[src/rtl/spi_flash_reader.sv]
`default_nettype none
// spi_flash_reader: SPI mode-0 master that issues READ (0x03) plus a 24-bit
// address and streams returned bytes out on a valid/ready port.
module spi_flash_reader #(
    parameter int CLK_DIV = 2,
    parameter int LEN_W   = 16,
    parameter int SS_IDLE = 4
) (
    input  logic             i_clk,
    input  logic             i_rst_n,
    input  logic             i_start,
    input  logic [23:0]      i_addr,
    input  logic [LEN_W-1:0] i_len,
    output logic             o_busy,
    output logic             o_done,
    output logic [7:0]       o_data,
    output logic             o_valid,
    input  logic             i_ready,
    output logic             o_flash_ss,
    output logic             o_flash_sck,
    output logic             o_flash_mosi,
    input  logic             i_flash_miso
);
    localparam int DIV_W = $clog2(CLK_DIV) + 1;
    localparam int GAP_W = $clog2(SS_IDLE) + 1;

    typedef enum logic [2:0] {
        S_IDLE, S_CMD, S_ADDR, S_DATA, S_HOLD, S_TAIL, S_GAP
    } state_t;

    state_t             r_state;
    state_t             w_state_nxt;
    logic [DIV_W-1:0]   r_div;
    logic               r_sck;
    logic               r_ss;
    logic               r_busy;
    logic               r_done;
    logic [31:0]        r_tx;
    logic [4:0]         r_bit;
    logic [6:0]         r_shift;
    logic [LEN_W-1:0]   r_len;
    logic [7:0]         r_data;
    logic               r_valid;
    logic [7:0]         r_pend;
    logic               r_pend_v;
    logic [GAP_W-1:0]   r_gap;

    logic               w_run;
    logic               w_tick;
    logic               w_rise;
    logic               w_fall;
    logic               w_byte;
    logic [7:0]         w_byte_val;
    logic               w_accept;
    logic               w_drained;
    logic               w_last;
    logic               w_bit_wrap;
    logic               w_launch;
    logic               w_zero_done;
    logic               w_ss_rise;
    logic               w_finish;

    assign w_run      = (r_state == S_CMD) || (r_state == S_ADDR) ||
                        (r_state == S_DATA) || (r_state == S_TAIL);
    assign w_tick     = w_run && (r_div == DIV_W'(CLK_DIV - 1));
    // TAIL only lets SCK fall; the following low half-period ends in SS rising
    assign w_rise     = w_tick && !r_sck && (r_state != S_TAIL);
    assign w_fall     = w_tick && r_sck;
    assign w_byte     = (r_state == S_DATA) && w_rise && (r_bit == 5'd7);
    assign w_byte_val = {r_shift, i_flash_miso};
    assign w_accept   = r_valid && i_ready;
    assign w_drained  = !r_valid || (i_ready && !r_pend_v);
    assign w_last     = (r_len == LEN_W'(1));
    assign w_bit_wrap = ((r_state == S_CMD)  && (r_bit == 5'd7))  ||
                        ((r_state == S_ADDR) && (r_bit == 5'd23)) ||
                        ((r_state == S_DATA) && (r_bit == 5'd7));

    always_comb begin
        w_state_nxt = r_state;
        w_launch    = 1'b0;
        w_zero_done = 1'b0;
        w_ss_rise   = 1'b0;
        w_finish    = 1'b0;
        case (r_state)
            S_IDLE: begin
                if (i_start) begin
                    if (i_len != '0) begin
                        w_launch    = 1'b1;
                        w_state_nxt = S_CMD;
                    end else begin
                        w_zero_done = 1'b1;
                    end
                end
            end
            S_CMD:  if (w_rise && r_bit == 5'd7)  w_state_nxt = S_ADDR;
            S_ADDR: if (w_rise && r_bit == 5'd23) w_state_nxt = S_DATA;
            S_DATA: begin
                if (w_byte && w_last)
                    w_state_nxt = S_TAIL;
                else if (w_fall && r_pend_v && !w_accept)
                    w_state_nxt = S_HOLD;
            end
            S_HOLD: if (w_accept) w_state_nxt = S_DATA;
            S_TAIL: begin
                if (w_tick && !r_sck) begin
                    w_ss_rise   = 1'b1;
                    w_state_nxt = S_GAP;
                end
            end
            S_GAP: begin
                if (r_gap == GAP_W'(SS_IDLE - 1) && w_drained) begin
                    w_finish    = 1'b1;
                    w_state_nxt = S_IDLE;
                end
            end
            default: w_state_nxt = S_IDLE;
        endcase
    end

    always_ff @(posedge i_clk or negedge i_rst_n) begin
        if (!i_rst_n) r_state <= S_IDLE;
        else          r_state <= w_state_nxt;
    end

    always_ff @(posedge i_clk or negedge i_rst_n) begin
        if (!i_rst_n) begin
            r_div    <= '0;
            r_sck    <= 1'b0;
            r_ss     <= 1'b1;
            r_busy   <= 1'b0;
            r_done   <= 1'b0;
            r_tx     <= '0;
            r_bit    <= '0;
            r_shift  <= '0;
            r_len    <= '0;
            r_data   <= '0;
            r_valid  <= 1'b0;
            r_pend   <= '0;
            r_pend_v <= 1'b0;
            r_gap    <= '0;
        end else begin
            r_done <= w_zero_done || w_finish;

            if (!w_run || w_tick) r_div <= '0;
            else                  r_div <= r_div + DIV_W'(1);

            if (w_rise)      r_sck <= 1'b1;
            else if (w_fall) r_sck <= 1'b0;

            if (w_launch)       r_ss <= 1'b0;
            else if (w_ss_rise) r_ss <= 1'b1;

            if (w_launch)      r_busy <= 1'b1;
            else if (w_finish) r_busy <= 1'b0;

            // Zeros shift in behind the address, so MOSI idles low during DATA
            if (w_launch)    r_tx <= {8'h03, i_addr};
            else if (w_fall) r_tx <= {r_tx[30:0], 1'b0};

            if (w_launch)    r_bit <= '0;
            else if (w_rise) r_bit <= w_bit_wrap ? 5'd0 : r_bit + 5'd1;

            if ((r_state == S_DATA) && w_rise) r_shift <= w_byte_val[6:0];

            if (w_launch)    r_len <= i_len;
            else if (w_byte) r_len <= r_len - LEN_W'(1);

            if (w_byte) begin
                if (!r_valid || i_ready) begin
                    r_data  <= w_byte_val;
                    r_valid <= 1'b1;
                end else begin
                    r_pend   <= w_byte_val;
                    r_pend_v <= 1'b1;
                end
            end else if (w_accept) begin
                if (r_pend_v) begin
                    r_data   <= r_pend;
                    r_pend_v <= 1'b0;
                end else begin
                    r_valid <= 1'b0;
                end
            end

            if (r_state != S_GAP)                  r_gap <= '0;
            else if (r_gap != GAP_W'(SS_IDLE - 1)) r_gap <= r_gap + GAP_W'(1);
        end
    end

    assign o_busy       = r_busy;
    assign o_done       = r_done;
    assign o_data       = r_data;
    assign o_valid      = r_valid;
    assign o_flash_ss   = r_ss;
    assign o_flash_sck  = r_sck;
    assign o_flash_mosi = r_tx[31];

endmodule
`default_nettype wire

[config.mk]
export PLATFORM = sky130hd
export DESIGN_NAME = spi_flash_reader
export DESIGN_NICKNAME = d
export VERILOG_FILES = /design/src/rtl/spi_flash_reader.sv
export SDC_FILE = /design/constraint.sdc
export NUM_CORES = 1
export LEC_CHECK = 0
export ABC_AREA = 1
export CAP_MARGIN = 0
export CORE_ASPECT_RATIO = 0.7
export CORE_UTILIZATION = 62
export CTS_BUF_LIST = sky130_fd_sc_hd__clkbuf_4 sky130_fd_sc_hd__clkbuf_8
export DETAILED_ROUTE_END_ITERATION = 16
export PLACE_DENSITY_LB_ADDON = 0.2
export SLEW_MARGIN = 25
export SYNTH_ARGS = -nofsm -noshare
export SYNTH_HDL_FRONTEND = slang
export SYNTH_SLANG_ARGS = --single-unit
[constraint.sdc]
create_clock -name i_clk -period 2.5 [get_ports i_clk]
set_input_delay 0.375 -clock i_clk [delete_from_list [all_inputs] [get_ports i_clk]]
set_output_delay 0.375 -clock i_clk [all_outputs]
set_load 0.02 [all_outputs]
### After elaboration in Yosys (flattened, before gate mapping)

Cells that the tools add are included.
Widths: inputs -> output; s select.

* equal/unequal tests: 25
* $add $sub $neg: 4
* bitwise logic cells: 1
* mux-type cells: 47
* reduce and logical (&&, ||, !) cells: 47

Operator list (number)
* $mux 32: 2
* $mux 3: 11
* $mux 16: 2
* $mux 8: 4
* $mux 1: 23
* $pmux 3 s7: 1
* $reduce_bool 2->1: 9
* $logic_and 1x1->1: 17
* $eq 16x1->1 const B: 1
* $reduce_bool 16->1: 1
* $sub 16x1->16 const B: 1
* $mux 5: 3
* $ne 2x1->1 const B: 5
* $ne 2x2->1 const B: 5
* $eq 3x2->1 const B: 3
* $eq 3x3->1 const B: 3
* $logic_or 1x1->1: 9
* $reduce_and 8->1: 1
* $ne 3x3->1 const B: 2
* $reduce_and 3->1: 2
* $add 5x1->5 const B: 1
* $eq 5x3->1 const B: 1
* $eq 5x5->1 const B: 1
* $logic_not 1->1: 5
* other kinds (10): 11

* logic and storage cells: 139
* bits in registers: 90
* input port bits: 45
* output and inout port bits: 14

### Depth between registers and ports, before layout

Gate-level depths: netlist (run 1).

* word-level depth: 12
* mapped depth: 12
* depth with buffers taken out: 11

### Worst setup path before layout (run 1)

OpenSTA, ideal clock, no wires.

* kind: flip-flop to flip-flop
* start point: register r_bit[0]
* end point: register r_data[1] (netlist: o_data[1])
* path buffers: 1
* clock period less this slack: 1.635 ns
* stages on the path, launching flop included: 10
* library setup time: 0.124 ns
* data arrival time: 1.511 ns
* data required time: 2.376 ns
* slack: 0.865 ns
* cell sequence: dfrtp_1 > ha_1 > nand2_1 > inv_1 > nand3_1 > nor3_4 > buf_2 > nand2_1 > o211ai_1 > nand2_1

* word-level cells in the longest chain between the ends: 4
* elaborated cells between the ends (all ways): 7
* classes of those cells: eq/ne (2); mux (1); reduce/logical (4)

Ends and longest elaborated chain
* start, declared: RTL line 39 `logic [4:0] r_bit;`
* start signal, assigned: RTL line 161 `else if (w_rise) r_bit <= w_bit_wrap ? 5'd0 : r_bit + 5'd1;`
* $eq 5x3->1 *: RTL line 69 `assign w_byte = (r_state == S_DATA) && w_rise && (r_bit == 5'd7);`
* $logic_and 1x1->1 *: RTL line 69
* $ne 2x1->1 (no line) or $reduce_bool 2->1 (tied branches)
* $reduce_and 3->1 (no line)
* end signal, assigned: RTL line 170 `r_data <= w_byte_val;`
* end signal, assigned: RTL line 178 `r_data <= r_pend;`
* end, declared: RTL line 42 `logic [7:0] r_data;`

Every way passes the cells marked *; elsewhere a longest branch is shown, timed or not.
A chain may end at the register's enable or synchronous reset.

### Worst setup path after layout (run 1)

* start point: register r_bit[0]
* end point: register r_len[10]

* word-level cells in the longest chain between the ends: 3

Ends and longest elaborated chain
* $eq 5x3->1: RTL line 69
* $logic_and 1x1->1: RTL line 69
* $reduce_bool 2->1 (no line)
* end signal, assigned: RTL line 165 `if (w_launch) r_len <= i_len;`
* end signal, assigned: RTL line 166 `else if (w_byte) r_len <= r_len - LEN_W'(1);`
* end, declared: RTL line 41 `logic [LEN_W-1:0] r_len;`

No other way between the ends.

==> metrics.md, run 1 <==
| Metric | Value |
|---|---|
| Die Wd | 104 µm |
| Leakage power figure | ~0.0026 µW |
| Mapped cell area | ~4500 µm² |
| # DRC | 0 |
| Die Area | between 7000 and 8000 µm² |
| Unrepaired setup endpoints after global routing | no |
| Ys flop type | dfrtp_1 |
| Gpl congestion | approximately 0.9 |
| Power, Total | around 5000 µW |
| First-pass GRT wire length | approximately 17,000 µm |
| Vias in the first global route | 3,768 |
| Main combinational cell family by area after synthesis | simple AND/OR/NAND/NOR gates |
| H-tree levels | 3 |
| Worst Hold Path Cells | 1 |
| Seq cells post-synth | 90 |
| Post-CTS Resized | 0 |
| Largest net degree at the start of global routing | between 40 and 50 |
| Top cells by instance count after synthesis | nand2_1, dfrtp_1, inv_1 |
| Num Clock Sinks | 90 |
| Filler instances | 484 |
| Ys async rst share | 100% |
| Startpoint types | flip-flop |
| Critical path required time | between 2000 and 3000 ps |
| Cells after synthesis | roughly 570 |
| Fin crit share | a little under nine tenths |
| R2r setup slk | between 300 and 400 ps |
| Worst-Skew Late Latency | approximately 360 ps |
| Rows | 25 |
| Root Driver | clkbuf_8 |
| Fin nets | slightly below 700 |
| Syn_area_per_cell | roughly 7.9 µm² |
| RR Startpoint | r_bit[0] |
| Endpoint class of the critical path | flip-flop |
| Gr ovfl total | 0 |
| Fmax | approximately 470 MHz |
| Drt total wl | about 10,000 µm |
| Peak supply drop | 489 µV |
| Worst slew margin | approximately three fifths |
| Final setup fails | 0 |
| Worst r2r path cells | 10 |
| Reg-to-Reg End | r_len[10] |
| TritonCTS clock tree | yes |
| Endpoints failing hold | 0 |
| Layout Skew | roughly 10 ps |
| P per Cell Area | about 900 nW/µm² |
| Initial antenna violation count | 0 |
| Core ar. | slightly below 7000 µm² |
| Max Cap Viol | 0 |
| Most common cell in the netlist | nand2_1 |
| IO Count | a little under 60 |
| Biggest area consumer among synthesized cells | dfrtp_1 |
| Die Span Y | 73.6 µm |
| # port buffers | 58 |
| P&R area growth vs syn | 19.1% |
| Synth Net Count | 623 |
| Share of cells above drive strength 1 | 6.57% |
| Dominant cells by area after synthesis | dfrtp_1, nand2_1, nand3_1, inv_1, nor2_1 |
| Crit path max fanout | 15 |
| Crit path capture | r_len[10] |
| Yosys synthesis warning count | 0 |
| Setup tns final | 0 ps |
| GRT Total Usage | 28.2% |
| Post-synth EDFFs | 0 |
| Placed wire-length estimate | approximately 7400 µm |
| Worst EP arrival | 2370 ps |
| Mux cell area share after synthesis | 0% |
| Synth Area in XOR/XNOR | under 10% |
| Reg clk slew, reported paths | ~80 ps |
| Top-area cell type share of the netlist area | 49.1% |
| Simple-gate portion of the synthesized area | a little under a third |
| Post-synthesis compound-gate area fraction | about 8.5% |
| Sequential area share after synthesis | approximately half |
| Outcome | completed |
| Average wire per standard cell | ~14 µm |
| Antenna cells | 0 |
| Post-synthesis adder-cell area fraction | 1.66% |
| Area of the multi-input gates | slightly below 2000 µm² |
| Hold WC Path Type | flip-flop to flip-flop |
| Worst-case clock buffer depth | 2 |
| Total CTS buffers | 9 |
| Initial DRT Pass Iterations | 5 |
| CP startpoint | r_bit[0] |
| Distinct cells, synth | 37 |
| Fin crit period | 2140 ps |
| Register Area | approximately 2300 µm² |
| First DRT Iteration DRCs | ~290 |
| Initial Utilization | roughly two thirds |
| Crit Path Class | flip-flop to flip-flop |
| Final Max Tran Viols | 0 |
| Vias | ~3,900 |
| Final ANT Viol Nets | 0 |
| Worst Tran Pin Value | approximately 600 ps |
| Vias/cell | ~5.4 |
[kinds of logic after synthesis]
logic type	Yosys count
simple gates	328
flops	90
buf+inv	76
compound gates	59
xor+xnor	13
fa+ha+maj	6
[flip-flops by register name, indices dropped and copies added (netlist names)]
register / count
r_div: 2
r_gap: 3
r_shift: 7
r_pend: 8
r_tx: 32
o_valid: 1
r_len: 16
o_busy: 1
o_flash_ss: 1
r_state: 3
r_bit: 5
o_flash_sck: 1
o_done: 1
r_pend_v: 1
o_data: 8
[layout make-up]
class / count / share of cell area [%]
Tap cell: 94 / 2.18
Clock inverter: 3 / 0.278
Inverter: 59 / 4.10
Multi-Input combinational cell: 406 / 36.4
Timing Repair Buffer: 68 / 12.4
Clock buffer: 13 / 2.97
Sequential cell: 90 / 41.7
[repair_timing]
action	in CTS	in global routing
setup endpoints to repair	0	0
hold buffers	1	0
setup buffers	0	0
endpoints found under the hold margin	38	0
[report_power, final]
part	internal, µW	total [µW]	switching [µW]
Combinational	663	1810	1150
Clock	418	900	483
Sequential	1890	2200	307
[cell usage in the layout, fill, tap and decap left out, types with 3 or more instances in the layout]
master,count
ha_1,6
a21oi_1,5
buf_4,9
nor3_1,3
clkdlybuf4s50_1,57
clkbuf_8,10
xnor2_1,3
inv_1,54
nand2_1,204
o21ai_1,12
nand3_1,51
a22oi_1,6
nor2_1,52
dfrtp_1,89
nand4_1,7
clkbuf_4,3
o221ai_1,4
clkinv_2,3
xor2_1,10
o21ai_0,12
o211ai_1,15
inv_2,5
[metrics by stage]
| step | instance area (µm²) | hold slack, ps | utilization, % | setup WS (ps) | cells |
|---|---|---|---|---|---|
| 2_1_floorplan | 4530 | 79.4 | - | 865 | 572 |
| 3_3_place_gp | 5210 | 382 | 75.4 | 353 | 716 |
| 3_5_place_dp | 5210 | 388 | 75.4 | 142 | 716 |
| 4_1_cts | 5400 | 440 | 78.1 | 387 | 733 |
| 5_1_grt | 5400 | 461 | 78.1 | 181 | 733 |
| 6_report | 5400 | 440 | 78.1 | 364 | 733 |
[worst max-delay path, stage by stage (launching register included)]
cell and delay, ps:
dfrtp_1 390, ha_1 190, nand2_1 80, inv_1 80, nand3_1 210, inv_1 200
nand2_4 160, nand2_1 390, inv_1 140, nand2_1 90, o211ai_1 80
[worst min-delay path by stage]
stage,start,endpoint,slack (ps)
3_5_place_dp,i_rst_n,r_len[3],390
4_1_cts,r_div[0],r_div[0],440
2_1_floorplan,i_rst_n,o_busy,80
3_3_place_gp,i_rst_n,r_len[4],380
6_report,r_div[0],r_div[0],440
5_1_grt,r_div[0],r_div[0],460
[routing by layer]
| metal | vias up | global-route usage, % | wire [µm] |
|---|---|---|---|
| li1 | 1954 | - | - |
| met5 | - | 0 | 0 |
| met2 | 122 | 45.3 | 4560 |
| met3 | 19 | 7.19 | 660 |
| met4 | 0 | 8.89 | 147 |
| met1 | 1839 | 38.3 | 4640 |
(Power assumes the default switching activity.)
==> run 2, diff against run 1 <==
--- a/config.mk
+++ b/config.mk
@@ -12,7 +12,7 @@
 export CTS_BUF_LIST = sky130_fd_sc_hd__clkbuf_4 sky130_fd_sc_hd__clkbuf_8
 export DETAILED_ROUTE_END_ITERATION = 16
 export PLACE_DENSITY_LB_ADDON = 0.2
-export SLEW_MARGIN = 25
+export SLEW_MARGIN = 10
 export SYNTH_ARGS = -nofsm -noshare
 export SYNTH_HDL_FRONTEND = slang
 export SYNTH_SLANG_ARGS = --single-unit
==> results of run 2 <==
No change in the layout: final DEF, timing and power equal those of run 1.
==> run 3, diff against run 2 <==
--- a/config.mk
+++ b/config.mk
@@ -11,7 +11,9 @@
 export CORE_UTILIZATION = 62
 export CTS_BUF_LIST = sky130_fd_sc_hd__clkbuf_4 sky130_fd_sc_hd__clkbuf_8
 export DETAILED_ROUTE_END_ITERATION = 16
+export MAX_ROUTING_LAYER = met4
 export PLACE_DENSITY_LB_ADDON = 0.2
+export RECOVER_POWER = 50
 export SLEW_MARGIN = 10
 export SYNTH_ARGS = -nofsm -noshare
 export SYNTH_HDL_FRONTEND = slang
==> metrics.md, run 3 (synthesis gave the netlist of run 1 again) <==
| Metric | Value |
|---|---|
| Switching Share | 39.4% (was 39.5%) |
| Reg clk slew, reported paths | 90 ps (was 80 ps) |
| Crit Path Class | flip-flop to flip-flop (unchanged) |
| Post-CTS Resized | 0 (unchanged) |
| Vias | 4,006 (was 3,934) |
| Fin crit period | 2220 ps (was 2140 ps) |
| CP bufs+invs | 3 (unchanged) |
| Worst-case clock buffer depth | 2 (unchanged) |
| Final setup fails | 0 (unchanged) |
| H-tree levels | 3 (unchanged) |
| First DRT Iteration DRCs | 335 (was 287) |
| Worst setup margin | 281 ps (was 364 ps) |
| Drt total wl | 10,400 µm (was 10,000 µm) |
| Leakage power figure | 0.00263 µW (was 0.00264 µW) |
| Largest register FFs | 32 (unchanged) |
| Initial Utilization | 65.6% (unchanged) |
| Final ANT Viol Nets | 0 (unchanged) |
| P&R area growth vs syn | 19.3% (was 19.1%) |
| Gpl congestion | 0.908 (was 0.897) |
| Largest net degree at the start of global routing | 60 (was 41) |
| Post-CTS Setup Bufs | 0 (unchanged) |
| Die Wd | 104 µm (unchanged) |
| Peak supply drop | 530 µV (was 489 µV) |
| Vias/cell | 5.47 (was 5.37) |
| P per Cell Area | 938 nW/µm² (was 909 nW/µm²) |
| Worst slew margin | 47.0% (was 59.8%) |
| Initial DRT Pass Iterations | 5 (unchanged) |
| # port buffers | 58 (unchanged) |
| Num Clock Sinks | 90 (unchanged) |
| Critical path's slowest cell | dfrtp_1 (unchanged) |
| Leading cell type in the layout, fill and taps excluded | nand2_1 (unchanged) |
| Gr ovfl total | 0 (unchanged) |
| Outcome | completed (unchanged) |
| Fin nets | 685 (unchanged) |
| Worst Tran Pin Value | 795 ps (was 599 ps) |
| Total CTS buffers | 9 (unchanged) |
| Initial antenna violation count | 0 (unchanged) |
| Critical path required time | 2750 ps (was 2740 ps) |
| First-pass GRT wire length | 17,200 µm (was 16,900 µm) |
| Fin crit share | 88.8% (was 85.5%) |
| Unrepaired setup endpoints after global routing | no (unchanged) |
| Share of cells above drive strength 1 | 6.26% (was 6.57%) |
| Clk pwr share | 20.7% (was 18.3%) |
| Placed wire-length estimate | 7360 µm (was 7400 µm) |
| Root Driver | clkbuf_8 (unchanged) |
| Startpoint types | flip-flop (unchanged) |
| Layout Skew | 13.2 ps (was 10.5 ps) |
| Worst-Skew Late Latency | 380 ps (was 360 ps) |
| Largest regs | r_tx (32), r_len (16) (unchanged) |
| Crit path max fanout | 15 (unchanged) |
| Highest-count cells in the layout ignoring fill and taps | nand2_1, dfrtp_1, clkdlybuf4s50_1, inv_1, nor2_1 (unchanged) |
| Met1 usage | 38.3% (about the same) |
| # DRC | 0 (unchanged) |
| Hold buffers post-CTS | 1 (unchanged) |
| Crit-path cells | ha_1 > nand2_1 > inv_1 > nand3_1 > inv_1 > nand2_4 > nand2_1 > inv_1 > nand2_1 > nand3_1 (was ha_1 > nand2_1 > inv_1 > nand3_1 > inv_1 > nand2_4 > nand2_1 > inv_1 > nand2_1 > o211ai_1) |
| GRT met2 Usage | 47.2% (was 45.3%) |
| GRT Total Usage | 30.2% (was 28.2%) |
| Met3 Usage GRT | 7.99% (was 7.19%) |
| Setup tns final | 0 ps (unchanged) |
| Hold WC Path Type | flip-flop to flip-flop (unchanged) |
| Largest reg by FF count | r_tx (unchanged) |
| Die Span Y | 73.6 µm (unchanged) |
| Switching pwr | 2000 µW (was 1940 µW) |
| Die Area | 7670 µm² (unchanged) |
| Seq pwr share | 43.2% (was 44.7%) |
| Slowest stage delay, CP | 400 ps (was 390 ps) |
| Setup Slack @ Placement | 204 ps (was 142 ps) |
| IO Count | 59 (unchanged) |
| Final Max Tran Viols | 0 (unchanged) |
| TritonCTS clock tree | yes (unchanged) |
| Int Power | 3080 µW (was 2970 µW) |
| Combinational Power Share | 36.1% (was 36.9%) |
| Endpoint class of the critical path | flip-flop (unchanged) |
| Worst EP arrival | 2470 ps (was 2370 ps) |
| Crit path max-delay family | simple AND/OR/NAND/NOR gates (unchanged) |
| Fmax | 451 MHz (was 468 MHz) |
| Antenna cells | 0 (unchanged) |
| Endpoints failing hold | 0 (unchanged) |
| Vias in the first global route | 3,809 (was 3,768) |
| Average wire per standard cell | 14.2 µm (was 13.7 µm) |
| Max Cap Viol | 0 (unchanged) |
| Rows | 25 (unchanged) |
| GRT Max-Usage Layer | met2 (unchanged) |
| Core ar. | 6910 µm² (unchanged) |
==> run 3: cell count changes in the layout (fill, tap and decap cells not counted) <==
cell | previous run | this run
clkbuf_2 | 0 | 1
clkinv_2 | 3 | 1
buf_4 | 9 | 7
clkinvlp_4 | 0 | 2
bufinv_16 | 0 | 1
clkbuf_4 | 3 | 2
buf_12 | 1 | 0
nor2_1 | 52 | 53
clkbuf_8 | 10 | 11
nor2_2 | 1 | 0
clkbuf_1 | 0 | 1
==> run 3: per-stage QoR <==
stage                     hold slack, ps  std cells  power, µW  area (µm²)  util, %
final                                461        733       5070        5410     78.3
after global routing                 483        733       5430        5410     78.3
after CTS                            464        733       5080        5430     78.6
after detailed placement             343        716       4030        5210     75.4
after global placement               340        716       3930        5210     75.4
after floorplan                     79.4        572       3530        4530        -
==> run 3: path summary, 6_finish.rpt <==
path	cells after the start	slack (ps)	start	endpoint
setup / recovery	10	280	r_bit[0]	r_len[11]
hold / removal	1	460	r_div[0]	r_div[0]
setup reg to reg	10	280	r_bit[0]	r_len[11]
hold reg to reg	1	460	r_div[0]	r_div[0]
max in group asynchronous	3	550	i_rst_n	r_shift[1]
min in group asynchronous	2	610	i_rst_n	r_len[4]
==> run 3: metal layers <==
| metal | vias up | wire length [µm] |
|---|---|---|
| met5 | - | 0 |
| met4 | 0 | 173 |
| met3 | 17 | 709 |
| met2 | 132 | 4800 |
| met1 | 1901 | 4700 |
| li1 | 1956 | - |
==> run 3: worst reg2reg max path, stage by stage, from the launching register on <==
cell and delay [ps]:
dfrtp_1 400, ha_1 180, nand2_1 110, inv_1 110, nand3_1 210, inv_1 200, nand2_4 160, nand2_1 400
inv_1 140, nand2_1 100, nand3_1 90
==> run 3: area by class of cell <==
| cell class | instances | area (µm²) |
|---|---|---|
| Tap cell | 94 | 118 |
| Timing Repair Buffer | 68 | 649 |
| Sequential cell | 90 | 2250 |
| Clock inverter | 4 | 50.0 |
| Fill cell | 493 | 1500 |
| Multi-Input combinational cell | 406 | 1960 |
| Clock buffer | 12 | 159 |
| Inverter | 59 | 221 |
==> run 3: power groups by stage <==
stage          clock [µW]  combinational [µW]  sequential (µW)
3_3_place_gp            0                1730             2190
5_1_grt              1110                2070             2250
2_1_floorplan           0                1390             2150
4_1_cts              1060                1840             2190
6_report             1050                1830             2190
3_5_place_dp            0                1830             2210
